--- config.mk ---
export PLATFORM = sky130hd
export DESIGN_NAME = text_fetch_flat
export DESIGN_NICKNAME = d
export VERILOG_FILES = /design/src/rtl/text_pkg.sv /design/src/rtl/text_fetch_if.sv /design/src/rtl/text_fetch.sv /design/src/flat_wrapper.sv
export SDC_FILE = /design/constraint.sdc
export NUM_CORES = 1
export LEC_CHECK = 0
export ABC_AREA = 1
export CAP_MARGIN = 20
export CORE_UTILIZATION = 58
export DETAILED_ROUTE_END_ITERATION = 16
export PLACE_DENSITY = 0.87
export SETUP_SLACK_MARGIN = 0.5
export SLEW_MARGIN = 20
export SYNTH_ARGS = -nofsm -noshare
export SYNTH_HDL_FRONTEND = slang
export SYNTH_SLANG_ARGS = --single-unit
--- constraint.sdc ---
create_clock -name Clk -period 4.45 [get_ports Clk]
set_clock_uncertainty 0.1 [all_clocks]
set_input_delay 0.89 -clock Clk [delete_from_list [all_inputs] [get_ports Clk]]
set_output_delay 0.89 -clock Clk [all_outputs]
set_load 0.02 [all_outputs]
--- src/rtl/text_pkg.sv ---
// ------------------------------------------------------------------------
// text_pkg : text-mode screen geometry, fetch state type and VRAM address helper.
// Revision : 1.0
// ------------------------------------------------------------------------
`default_nettype none

package text_pkg;

  localparam int COLS          = 80;
  localparam int ROWS          = 30;
  localparam int WORDS_PER_ROW = 40;

  localparam logic [9:0] H_VIS     = 10'd640;
  localparam logic [9:0] V_VIS     = 10'd480;
  localparam logic [9:0] H_TOTAL   = 10'd800;
  localparam logic [9:0] V_TOTAL   = 10'd525;
  localparam logic [9:0] PRELOAD_X = 10'd784;

  typedef enum logic [1:0] {BLANK, PRELOAD, ACTIVE} fetch_state_t;

  // row*40 + word, built from shifts so no multiplier is inferred
  function automatic logic [10:0] word_addr(input logic [4:0] row, input logic [5:0] word);
    logic [10:0] r;
    r = {6'd0, row};
    return (r << 5) + (r << 3) + {5'd0, word};
  endfunction

endpackage

`default_nettype wire

--- src/rtl/text_fetch_if.sv ---
// ------------------------------------------------------------------------
// text_fetch_if : VRAM read port between the text fetch stage and the VRAM.
// Revision      : 1.0
// ------------------------------------------------------------------------
`default_nettype none

interface text_fetch_if #(
  parameter int ADDR_W = 11
);

  logic              vram_rd_en;
  logic [ADDR_W-1:0] vram_addr;
  logic [31:0]       vram_rd_data;

  modport master (
    output vram_rd_en,
    output vram_addr,
    input  vram_rd_data
  );

  modport slave (
    input  vram_rd_en,
    input  vram_addr,
    output vram_rd_data
  );

endinterface

`default_nettype wire

--- src/rtl/text_fetch.sv ---
// ------------------------------------------------------------------------
// text_fetch : prefetches packed character words from VRAM ahead of the beam.
// Revision   : 1.0
// ------------------------------------------------------------------------
`default_nettype none

module text_fetch
  import text_pkg::*;
#(
  parameter int ADDR_W = 11,
  parameter int RD_LAT = 2
) (
  input  logic             Clk,
  input  logic             Reset,
  input  logic [9:0]       DrawX,
  input  logic [9:0]       DrawY,
  text_fetch_if.master     vram,
  output logic [15:0]      draw_code,
  output logic [9:0]       DrawX_d,
  output logic [9:0]       DrawY_d
);

  localparam logic [3:0] LAT_LAST  = 4'(RD_LAT);
  localparam logic [5:0] WORDS_END = 6'(WORDS_PER_ROW);

  fetch_state_t      state_q, state_d;
  logic              rd_en_q, rd_en_d;
  logic [ADDR_W-1:0] addr_q, addr_d;
  logic [31:0]       cur_word_q, cur_word_d;
  logic [31:0]       next_word_q, next_word_d;
  logic [4:0]        row_q, row_d;
  logic [5:0]        word_q, word_d;
  logic [3:0]        lat_q, lat_d;
  logic [15:0]       code_q, code_d;
  logic [9:0]        xd_q, yd_q;
  logic [9:0]        next_y;
  logic              last_of_word;

  always_ff @(posedge Clk or negedge Reset) begin
    if (!Reset) begin
      state_q     <= BLANK;
      rd_en_q     <= 1'b0;
      addr_q      <= '0;
      cur_word_q  <= '0;
      next_word_q <= '0;
      row_q       <= '0;
      word_q      <= '0;
      lat_q       <= '0;
      code_q      <= '0;
      xd_q        <= '0;
      yd_q        <= '0;
    end else begin
      state_q     <= state_d;
      rd_en_q     <= rd_en_d;
      addr_q      <= addr_d;
      cur_word_q  <= cur_word_d;
      next_word_q <= next_word_d;
      row_q       <= row_d;
      word_q      <= word_d;
      lat_q       <= lat_d;
      code_q      <= code_d;
      xd_q        <= DrawX;
      yd_q        <= DrawY;
    end
  end

  // Read strobes are registered one pixel early so the strobe is high
  // while DrawX equals the issue column (784 for preload, 16w in-line).
  always_comb begin
    state_d      = state_q;
    rd_en_d      = 1'b0;
    addr_d       = addr_q;
    cur_word_d   = cur_word_q;
    next_word_d  = next_word_q;
    row_d        = row_q;
    word_d       = word_q;
    lat_d        = lat_q;
    next_y       = (DrawY == V_TOTAL - 10'd1) ? 10'd0 : DrawY + 10'd1;
    last_of_word = (DrawX[3:0] == 4'hF) && (DrawX < H_VIS);

    unique case (state_q)
      BLANK: begin
        if (DrawX == PRELOAD_X - 10'd1 && next_y < V_VIS) begin
          rd_en_d = 1'b1;
          addr_d  = ADDR_W'(word_addr(next_y[8:4], 6'd0));
          row_d   = next_y[8:4];
          word_d  = 6'd1;
          lat_d   = 4'd0;
          state_d = PRELOAD;
        end
      end
      PRELOAD: begin
        lat_d = lat_q + 4'd1;
        if (lat_q == LAT_LAST) begin
          cur_word_d = vram.vram_rd_data;
          state_d    = ACTIVE;
        end
      end
      ACTIVE: begin
        // Word 1 is requested from the last pixel of the preceding line
        if ((DrawX == H_TOTAL - 10'd1 || last_of_word) && word_q < WORDS_END) begin
          rd_en_d = 1'b1;
          addr_d  = ADDR_W'(word_addr(row_q, word_q));
          word_d  = word_q + 6'd1;
        end
        if (DrawX[3:0] == LAT_LAST && DrawX < H_VIS - 10'd16) begin
          next_word_d = vram.vram_rd_data;
        end
        if (last_of_word) begin
          cur_word_d = next_word_q;
        end
        if (DrawX == H_VIS - 10'd1) begin
          state_d = BLANK;
        end
      end
      default: state_d = BLANK;
    endcase

    if (DrawX < H_VIS && DrawY < V_VIS) begin
      code_d = DrawX[3] ? cur_word_q[31:16] : cur_word_q[15:0];
    end else begin
      code_d = 16'h0000;
    end
  end

  assign vram.vram_rd_en = rd_en_q;
  assign vram.vram_addr  = addr_q;
  assign draw_code       = code_q;
  assign DrawX_d         = xd_q;
  assign DrawY_d         = yd_q;

endmodule

`default_nettype wire

--- src/flat_wrapper.sv ---
// flat-port wrapper written by rule: the top's interface ports become plain ports
module text_fetch_flat import text_pkg::*;
#(
  parameter int ADDR_W = 11,
  parameter int RD_LAT = 2
)
  (Clk, Reset, DrawX, DrawY, draw_code, DrawX_d, DrawY_d, vram_vram_rd_en, vram_vram_addr, vram_vram_rd_data);
  text_fetch_if #(.ADDR_W(ADDR_W)) vram_i ();
  input  logic Clk;
  input  logic Reset;
  input  logic [9:0] DrawX;
  input  logic [9:0] DrawY;
  output logic [15:0] draw_code;
  output logic [9:0] DrawX_d;
  output logic [9:0] DrawY_d;
  output wire logic [$bits(vram_i.vram_rd_en)-1:0] vram_vram_rd_en;
  output wire logic [$bits(vram_i.vram_addr)-1:0] vram_vram_addr;
  input wire logic [$bits(vram_i.vram_rd_data)-1:0] vram_vram_rd_data;
  assign vram_vram_rd_en = vram_i.vram_rd_en;
  assign vram_vram_addr = vram_i.vram_addr;
  assign vram_i.vram_rd_data = vram_vram_rd_data;
  text_fetch #(.ADDR_W(ADDR_W), .RD_LAT(RD_LAT)) u_core (.Clk(Clk), .Reset(Reset), .DrawX(DrawX), .DrawY(DrawY), .vram(vram_i), .draw_code(draw_code), .DrawX_d(DrawX_d), .DrawY_d(DrawY_d));
endmodule
## After elaboration in Yosys (flattened, before gate mapping)

Cells that the tools add are included.

- Multiplexer cells: 21
- Eq/ne operators: 14
- Order comparisons: 5
- Reductions and logical operators: 16
- $add $sub $neg: 6

Operators with widths:

| kind | number |
|---|---|
| $mux 32 | 2 |
| $pmux 32 s2 | 1 |
| $eq 10x10->1 const B | 4 |
| $mux 16 | 2 |
| $add 10x8->11 | 2 |
| $mux 11 | 2 |
| $pmux 11 s2 | 1 |
| $lt 10x10->1 const B | 2 |
| $lt 10x9->1 const B | 2 |
| $mux 6 | 2 |
| $pmux 6 s2 | 1 |
| $add 11x6->11 | 1 |
| $add 10x1->10 const B | 1 |
| $mux 10 | 1 |
| $ne 2x1->1 const B | 5 |
| $reduce_and 3->1 | 3 |
| $eq 4x2->1 const B | 2 |
| $pmux 4 s2 | 1 |
| $add 6x1->6 const B | 1 |
| $lt 6x6->1 const B | 1 |
| $mux 2 | 3 |
| $pmux 2 s3 | 1 |
| $reduce_and 2->1 | 3 |
| $reduce_bool 2->1 | 3 |
| 10 further kinds | 15 |

- Word-level logic and storage cells: 73
- Bits in registers: 129
- Output and inout bits: 48
- Bits of input ports: 54

## Logic depth before layout (Yosys ltp)

Gate-level depths: netlist of the first run.

- Depth in word-level cells: 6
- Depth in mapped cells: 16
- Depth with buffers taken out: 16

## Least setup slack after synthesis of the first run

Ideal clock, no wire load.

- Kind: in2reg
- Start point: input port DrawY[2]
- End point: register u_core.addr_q[9] (netlist: u_core.vram.vram_addr[9])
- Setup time: 0.117 ns
- Path slack: 1.877 ns
- Data required time: 4.233 ns
- Cell stages on the path: 16
- Arrival time: 2.355 ns
- Buffers on the path: 0
- Cells stage by stage: nand2_1 > nor2_1 > nand2_1 > nand2_1 > nand2_1 > inv_1 > ha_1 > fa_1 > nand2_1 > nand2_1 > nand3_1 > nand2_1 > nand3_1 > nand2_1 > nand3_1 > nand2_1

- Cells in the longest elaborated chain, start to end: 6
- Elaborated cells on any way between the ends: 10
- Those cells by class: add/sub (2); order compare (1); eq/ne (2); mux (3); reduce/logical (2)

RTL lines:

| element | line | source |
|---|---|---|
| start, declared | flat_wrapper.sv:12 | `input logic [9:0] DrawY;` |
| $add 10x1->10 / $eq 10x10->1 (equally long branches) | text_fetch.sv:78 | `next_y = (DrawY == V_TOTAL - 10'd1) ? 10'd0 : DrawY + 10'd1;` |
| $mux 10 (*) | text_fetch.sv:78 |  |
| named net u_core.next_y[6] | text_fetch.sv:36 | `logic [9:0] next_y;` |
| $lt 10x9->1 | text_fetch.sv:83 | `if (DrawX == PRELOAD_X - 10'd1 && next_y < V_VIS) begin` |
| $logic_and 1x1->1 | text_fetch.sv:83 |  |
| $ne 2x1->1 (no line) | - |  |
| $reduce_and 3->1 (no line) | - |  |
| end signal, assigned | text_fetch.sv:55 | `addr_q <= addr_d;` |
| end, declared | text_fetch.sv:28 | `logic [ADDR_W-1:0] addr_q, addr_d;` |

Mark *: on every way through the listed nets, which the timed path passes. The rest lies on a longest branch. The select of a mux whose other input is x is not followed.
A chain may end at the register's enable or synchronous reset.

## Final worst setup path of the first run

- Start point: input port DrawY[1]
- End point: register u_core.addr_q[8] (netlist: u_core.vram.vram_addr[8])

Same word-level chain as after synthesis.

==> run_results.csv, run 1 <==
group,metric,value,unit
status,status,"finished, final reports clean",
grt,grt_pass1_vias,5282,
clocking,post_cts_buffers,0,
drt,detail_route.wirelength,15.0,mm
die,die_area,10900,um^2
synth,syn-num-nets,781,
final_layout,final_area,7750,um^2
synth,async_reset_ff_frac,1.00,
die,rows,37,
pwr,p_leak,0.00376,uW
die,die_w,105,um
run,max_cap_violations,0,
clocking,clk_latency,520,ps
sta,finalMaxSlewViolations,0,
synth,synth.top_cell.area_share,0.529,
sta,min_period_over_period,0.659,
clocking,clockRootBuffer,"clkbuf_8",
synth,syn_avg_cell_area,8.60,um^2
grt,antenna_found_initial,0,
die,die_h,105,um
synth,synth_top_family_by_area,"simple AND/OR/NAND/NOR gates",
sta,rsz0062_at_grt,"false",
critical_path,worstPathArrival,3240,ps
placed_design,hpwlAfterDp,9.31,mm
placed_design,gp_congestion,0.936,
grt,grt_max_degree,130,
synth,synth_simple_gate_area_share,0.225,
drt,vias_per_cell,5.53,
placed_design,placed_area,7140,um^2
sta,max_freq,341,MHz
clocking,clockBufferDepth,2,
final_layout,seqCellArea,3230,um^2
synth,ys.warnings.count,0,
synth,ys_types,38,
die,boundaryPins,102,
pwr,powerDensity,508,nW/um^2
grt,grt_use_total,0.296,
final_layout,nets,875,
final_layout,nFillCells,655,
placed_design,io_buffers,101,
final_layout,final_common_cell,"nand2_1",
sta,setup_viol,0,
drt,drt-initial-drc-count,448,
final_layout,area_growth_syn_to_layout,27.2,%
drt,dr.pass1.iters,5,
synth,ys.flop_type,"dfrtp_1",
synth,yosysSeqAreaShare,0.529,
sta,slew_headroom,0.543,
clocking,cts_tree,"done",
critical_path,criticalPathCategory,"input port to register",
synth,synth_xor_area_frac,0.00574,
critical_path,critPathMaxFanout,5,
sta,tns,0,ps
worst_hold_path,hold_class,"input port to async pin",
clocking,cts_resized,0,
grt,overflow,0,
clocking,path_clk_slew,60,ps
synth,synthCells,709,
synth,synth_adder_area_share,0.0406,
drt,vias,5255,
final_layout,final_cell_mix,"nand2_1 (170), dfrtp_1 (129), clkdlybuf4s50_1 (100)",
critical_path,startpoint_type,"input port",
sta,hold_viol_final,0,
drt,drc,0,
sta,tightestPinTransition,684,ps
final_layout,multi_input_area,2360,um^2
synth,ys_ff_latch,129,
synth,yosysTopAreaCell,"dfrtp_1",
clocking,numCtsBuffers,17,
clocking,htreeDepth,4,
pwr,ir_worst_vdd,272,uV
sta,period_needed,2930,ps
die,core,10300,um^2
grt,grt_pass1_wl,25.6,mm
synth,synth.area.top_cells,"dfrtp_1 (53%), nand2_1 (10%), inv_1 (4.9%)",
pwr,p_total,3940,uW
die,initial_core_util,0.593,
final_layout,final_util,0.755,
synth,synth_mux_area_frac,0,
synth,synth-compound-area-share,0.116,
drt,wl_per_cell,15.7,um
critical_path,crit_path_end_kind,"register",
final_layout,drive_gt1_frac,0.0712,
synth,synth-edff-count,0,
final_layout,antennaDiodeCount,0,
drt,ant_nets,0,
synth,syn_area,6100,um^2
critical_path,crit_required,4760,ps
clocking,clock-sinks,129,
clocking,ctsHoldBuffers,0,
-- final timing paths --
check                           depth (start not counted)                  endpoint  slack, ps              startpoint
min in group Clk                                        2    u_core.next_word_q[24]        390  u_core.next_word_q[24]
worst max register to register                          8  u_core.vram.vram_addr[8]       2110        u_core.word_q[5]
worst min register to register                          2    u_core.next_word_q[24]        390  u_core.next_word_q[24]
max in group asynchronous                               2          u_core.word_q[4]       3390                   Reset
worst max-delay path                                   14  u_core.vram.vram_addr[8]       1520                DrawY[1]
worst min-delay path                                    2         u_core.DrawX_d[1]        380                   Reset
-- worst max-delay path, cell delays in order --
cell and delay [ps]:
clkdlybuf4s50_1 560, nand3_1 150, nor2_1 220, nand2_1 110, nand2_1 140, inv_1 80
ha_1 330, and3_1 220, nor2_1 140, nor2_1 80, nand2_1 80, nand3_1 80
nand3_1 90, nand2_1 60
-- state kept, by name, summed over array words and instances, names as in the netlist --
register,count
u_core.vram.vram_rd_en,1
u_core.row_q,5
u_core.cur_word_q,32
u_core.vram.vram_addr,11
u_core.word_q,6
u_core.state_q,2
u_core.DrawY_d,10
u_core.DrawX_d,10
u_core.draw_code,16
u_core.lat_q,4
u_core.next_word_q,32
-- power breakdown --
group	switching (uW)	total, uW	internal [uW]
clock	494	1440	948
sequential	149	1580	1430
combinational	563	922	359
-- synth_stat cells (all sizes together), types with 2 or more instances --
cell	n
nand2	173
dfrtp	129
inv	83
nor2	77
o21ai	65
nand3	53
a21oi	23
buf	18
a31oi	17
o211ai	16
ha	15
clkbuf	14
nand4	8
fa	3
nor3	2
nor3b	2
nor4	2
xnor2	2
xor2	2
-- metrics by stage --
stage	hold WS (ps)	worst slack, ps	instances
4_1_cts	389	1580	951
6_report	379	1520	951
2_1_floorplan	353	1880	709
5_1_grt	409	1320	951
3_3_place_gp	366	1200	920
3_5_place_dp	374	1060	920
-- kinds of logic (layout without fill, tap and decap cells) --
logic type	count (synthesis)	count (layout)
AND/OR/NAND/NOR	321	321
flip-flops	129	129
AO/OA/AOI/OAI	122	122
buffers and inverters	115	221
adder cells (fa/ha/maj)	18	18
XOR/XNOR	4	4
-- cell type report --
class,count,area share
flip-flops and latches,129,0.416
multi-input cells,465,0.305
repair buffers,107,0.137
clock buffers,21,0.0592
inverters,83,0.0402
well taps,136,0.0219
clock inverters,10,0.0203
-- per-layer routing --
layer  track usage  up-vias  wire length (um)
li1              -     2490                 -
met1         0.387     2500              6140
met2         0.485      225              7540
met3        0.0705       40               931
met4         0.100        0               350
met5             0        -                 0
Note: power is estimated with default switching activity, not from simulation.
==> inputs of run 2 (changes only) <==
CORE_UTILIZATION = 53   (was 58)
PLACE_DENSITY = 0.81   (was 0.87)
clock period = 2.75 ns   (was 4.45 ns; I/O delays follow)
==> run 2 against run 1 <==
Largest cell class unchanged. Sequential cell count unchanged. Sequential power increased by 61%. First-iteration DRC count up 2.7%. Worst hold slack lost 250 ps. Setup slack worse by 1100 ps. Total power rose by 60%.
==> run_results.csv, run 2 (synthesized netlist as in run 1, its figures left out) <==
group,metric,value,unit
clocking,path_clk_slew,50,ps
critical_path,reg2reg_from,"u_core.row_q[2]",
die,core,11000,um^2
critical_path,critPathLaunch,"DrawY[1]",
grt,overflow,0,
clocking,numCtsBuffers,17,
grt,grtUsageMet3,0.0622,
pwr,ir_worst_vdd,471,uV
critical_path,startpoint_type,"input port",
final_layout,final_cells,975,
sta,setup_slack,461,ps
clocking,clockBufferDepth,2,
critical_path,criticalPathCategory,"input port to register",
grt,antenna_found_initial,0,
grt,grt_pass1_vias,5398,
critical_path,endpoint,"u_core.vram.vram_addr[9]",
final_layout,drive_gt1_frac,0.125,
sta,rsz0062_at_grt,"true",
critical_path,cpPeakStageDelay,360,ps
pwr,powerDensity,790,nW/um^2
drt,drc,0,
grt,top_usage_layer,"met2",
critical_path,crit_chain,"clkdlybuf4s15_1 -> nand3_1 -> nor2_2 -> nor2_1 -> ha_2 -> fa_2 -> nand2_1 -> nand2_1 -> nand3_1 -> nand2_1 -> nand3_1 -> nand2_1 -> nand3_1 -> nand2_1",
final_layout,final_util,0.724,
critical_path,crit_required,2950,ps
clocking,clockRootBuffer,"clkbuf_16",
critical_path,cp_num_buf_inv,1,
critical_path,crit_family,"simple AND/OR/NAND/NOR gates",
grt,grt_use_total,0.271,
die,rows,38,
critical_path,crit_path_end_kind,"register",
drt,vias,5304,
sta,min_period_over_period,0.832,
final_layout,final_cell_mix,"nand2_1 (163), dfrtp_1 (128), clkdlybuf4s50_1 (91)",
drt,vias_per_cell,5.44,
grt,grt_max_degree,130,
pwr,p_leak,0.00388,uW
placed_design,dpl.cell_count,942,
critical_path,rr_endpoint,"u_core.vram.vram_addr[8]",
sta,worst_hold_slack,128,ps
sta,slew_headroom,0.549,
critical_path,worstPathArrival,2490,ps
sta,period_needed,2290,ps
placed_design,gp_congestion,0.947,
placed_design,dp_slack,-254,ps
critical_path,r2r_slack,570,ps
clocking,cts_tree,"done",
final_layout,final_common_cell,"nand2_1",
drt,wl_per_cell,15.3,um
placed_design,io_buffers,101,
critical_path,critPathMaxFanout,5,
drt,dr.pass1.iters,5,
final_layout,area_growth_syn_to_layout,30.9,%
worst_hold_path,hold_class,"input port to async pin",
clocking,htreeDepth,4,
sta,finalMaxSlewViolations,0,
clocking,clk_latency,420,ps
grt,met2_usage,0.476,
drt,detail_route.wirelength,15.0,mm
final_layout,nets,896,
critical_path,crit_top_cell,"nand2_1",
die,die_w,109,um
sta,max_freq,437,MHz
grt,grt_pass1_wl,24.7,mm
pwr,p_total,6310,uW
run,max_cap_violations,0,
final_layout,antennaDiodeCount,0,
sta,hold_viol_final,0,
drt,drt-initial-drc-count,460,
critical_path,reg2reg_depth,8,
critical_path,crit_cells,14,
clocking,clock-sinks,129,
sta,setup_viol,0,
drt,ant_nets,0,
critical_path,slowest_stage,"fa_2",
final_layout,nFillCells,779,
die,initial_core_util,0.553,
die,boundaryPins,102,
grt,grt_util_met1,0.322,
placed_design,hpwlAfterDp,9.47,mm
die,die_area,11900,um^2
status,status,"finished, final reports clean",
die,die_h,109,um
sta,tightestPinTransition,677,ps
## run 2: changes by cell type in the layout (fill, tap and decap cells not counted), moves of 3 or more
cell,previous run,this run
clkinv_4,0,3
ha_1,15,12
nor2_2,2,6
fa_2,0,3
clkdlybuf4s15_1,0,4
nand2_1,170,163
inv_2,3,6
nor2_1,74,69
fa_1,3,0
clkinvlp_4,3,0
clkdlybuf4s50_1,100,91
nand2_2,3,10
buf_4,6,23
inv_1,80,77
## run 2: power by group
part	leakage, uW	switching, uW	total [uW]	internal [uW]
Sequential	0.00161	234	2550	2310
Combinational	0.00197	893	1510	613
Clock	0.000295	796	2250	1460
Total	0.00388	1920	6310	4380
## run 2: area by class of cell
class | instances | area (um^2) | area share
Timing Repair Buffer | 128 | 1250 | 0.156
Inverter | 83 | 312 | 0.0390
Clock buffer | 20 | 457 | 0.0572
Sequential cell | 129 | 3230 | 0.405
Tap cell | 140 | 175 | 0.0219
Clock inverter | 10 | 136 | 0.0171
Multi-Input combinational cell | 465 | 2430 | 0.304
## run 2: worst register-to-register path, delay by kind of cell, from the launching register on
family          cells  cell delay, ps
fa+ha+maj           2             930
simple gates        5             460
flops               1             420
compound gates      1             170
## run 2: repair_timing
| item | in CTS | in global routing |
|---|---|---|
| hold buffers | 0 | 0 |
| gates resized for setup | 22 | 23 |
| setup endpoints to repair | 8 | 54 |
| pin swaps | 4 | 6 |
| buffers inserted | 1 | 2 |
## run 2: worst min-delay path by stage
| stage | slack [ps] | start | end |
|---|---|---|---|
| floorplan | 150 | Reset | u_core.DrawX_d[0] |
| global placement | 370 | u_core.next_word_q[23] | u_core.next_word_q[23] |
| detailed placement | 370 | u_core.next_word_q[24] | u_core.next_word_q[24] |
| CTS | 160 | Reset | u_core.next_word_q[3] |
| global route | 200 | Reset | u_core.DrawX_d[3] |
| finish | 130 | Reset | u_core.draw_code[2] |
## run 2: metal layers
metal / wire [um] / vias to the layer above
met5: 0 / -
met4: 370 / 0
met3: 754 / 43
met2: 7730 / 195
met1: 6090 / 2543
li1: - / 2523
## run 2: through the flow
step | setup TNS (ps) | cell area [um^2]
after floorplan | 0 | 6100
after global placement | -159 | 7300
after detailed placement | -817 | 7300
after CTS | 0 | 7930
after global routing | 0 | 7980
final | 0 | 7980
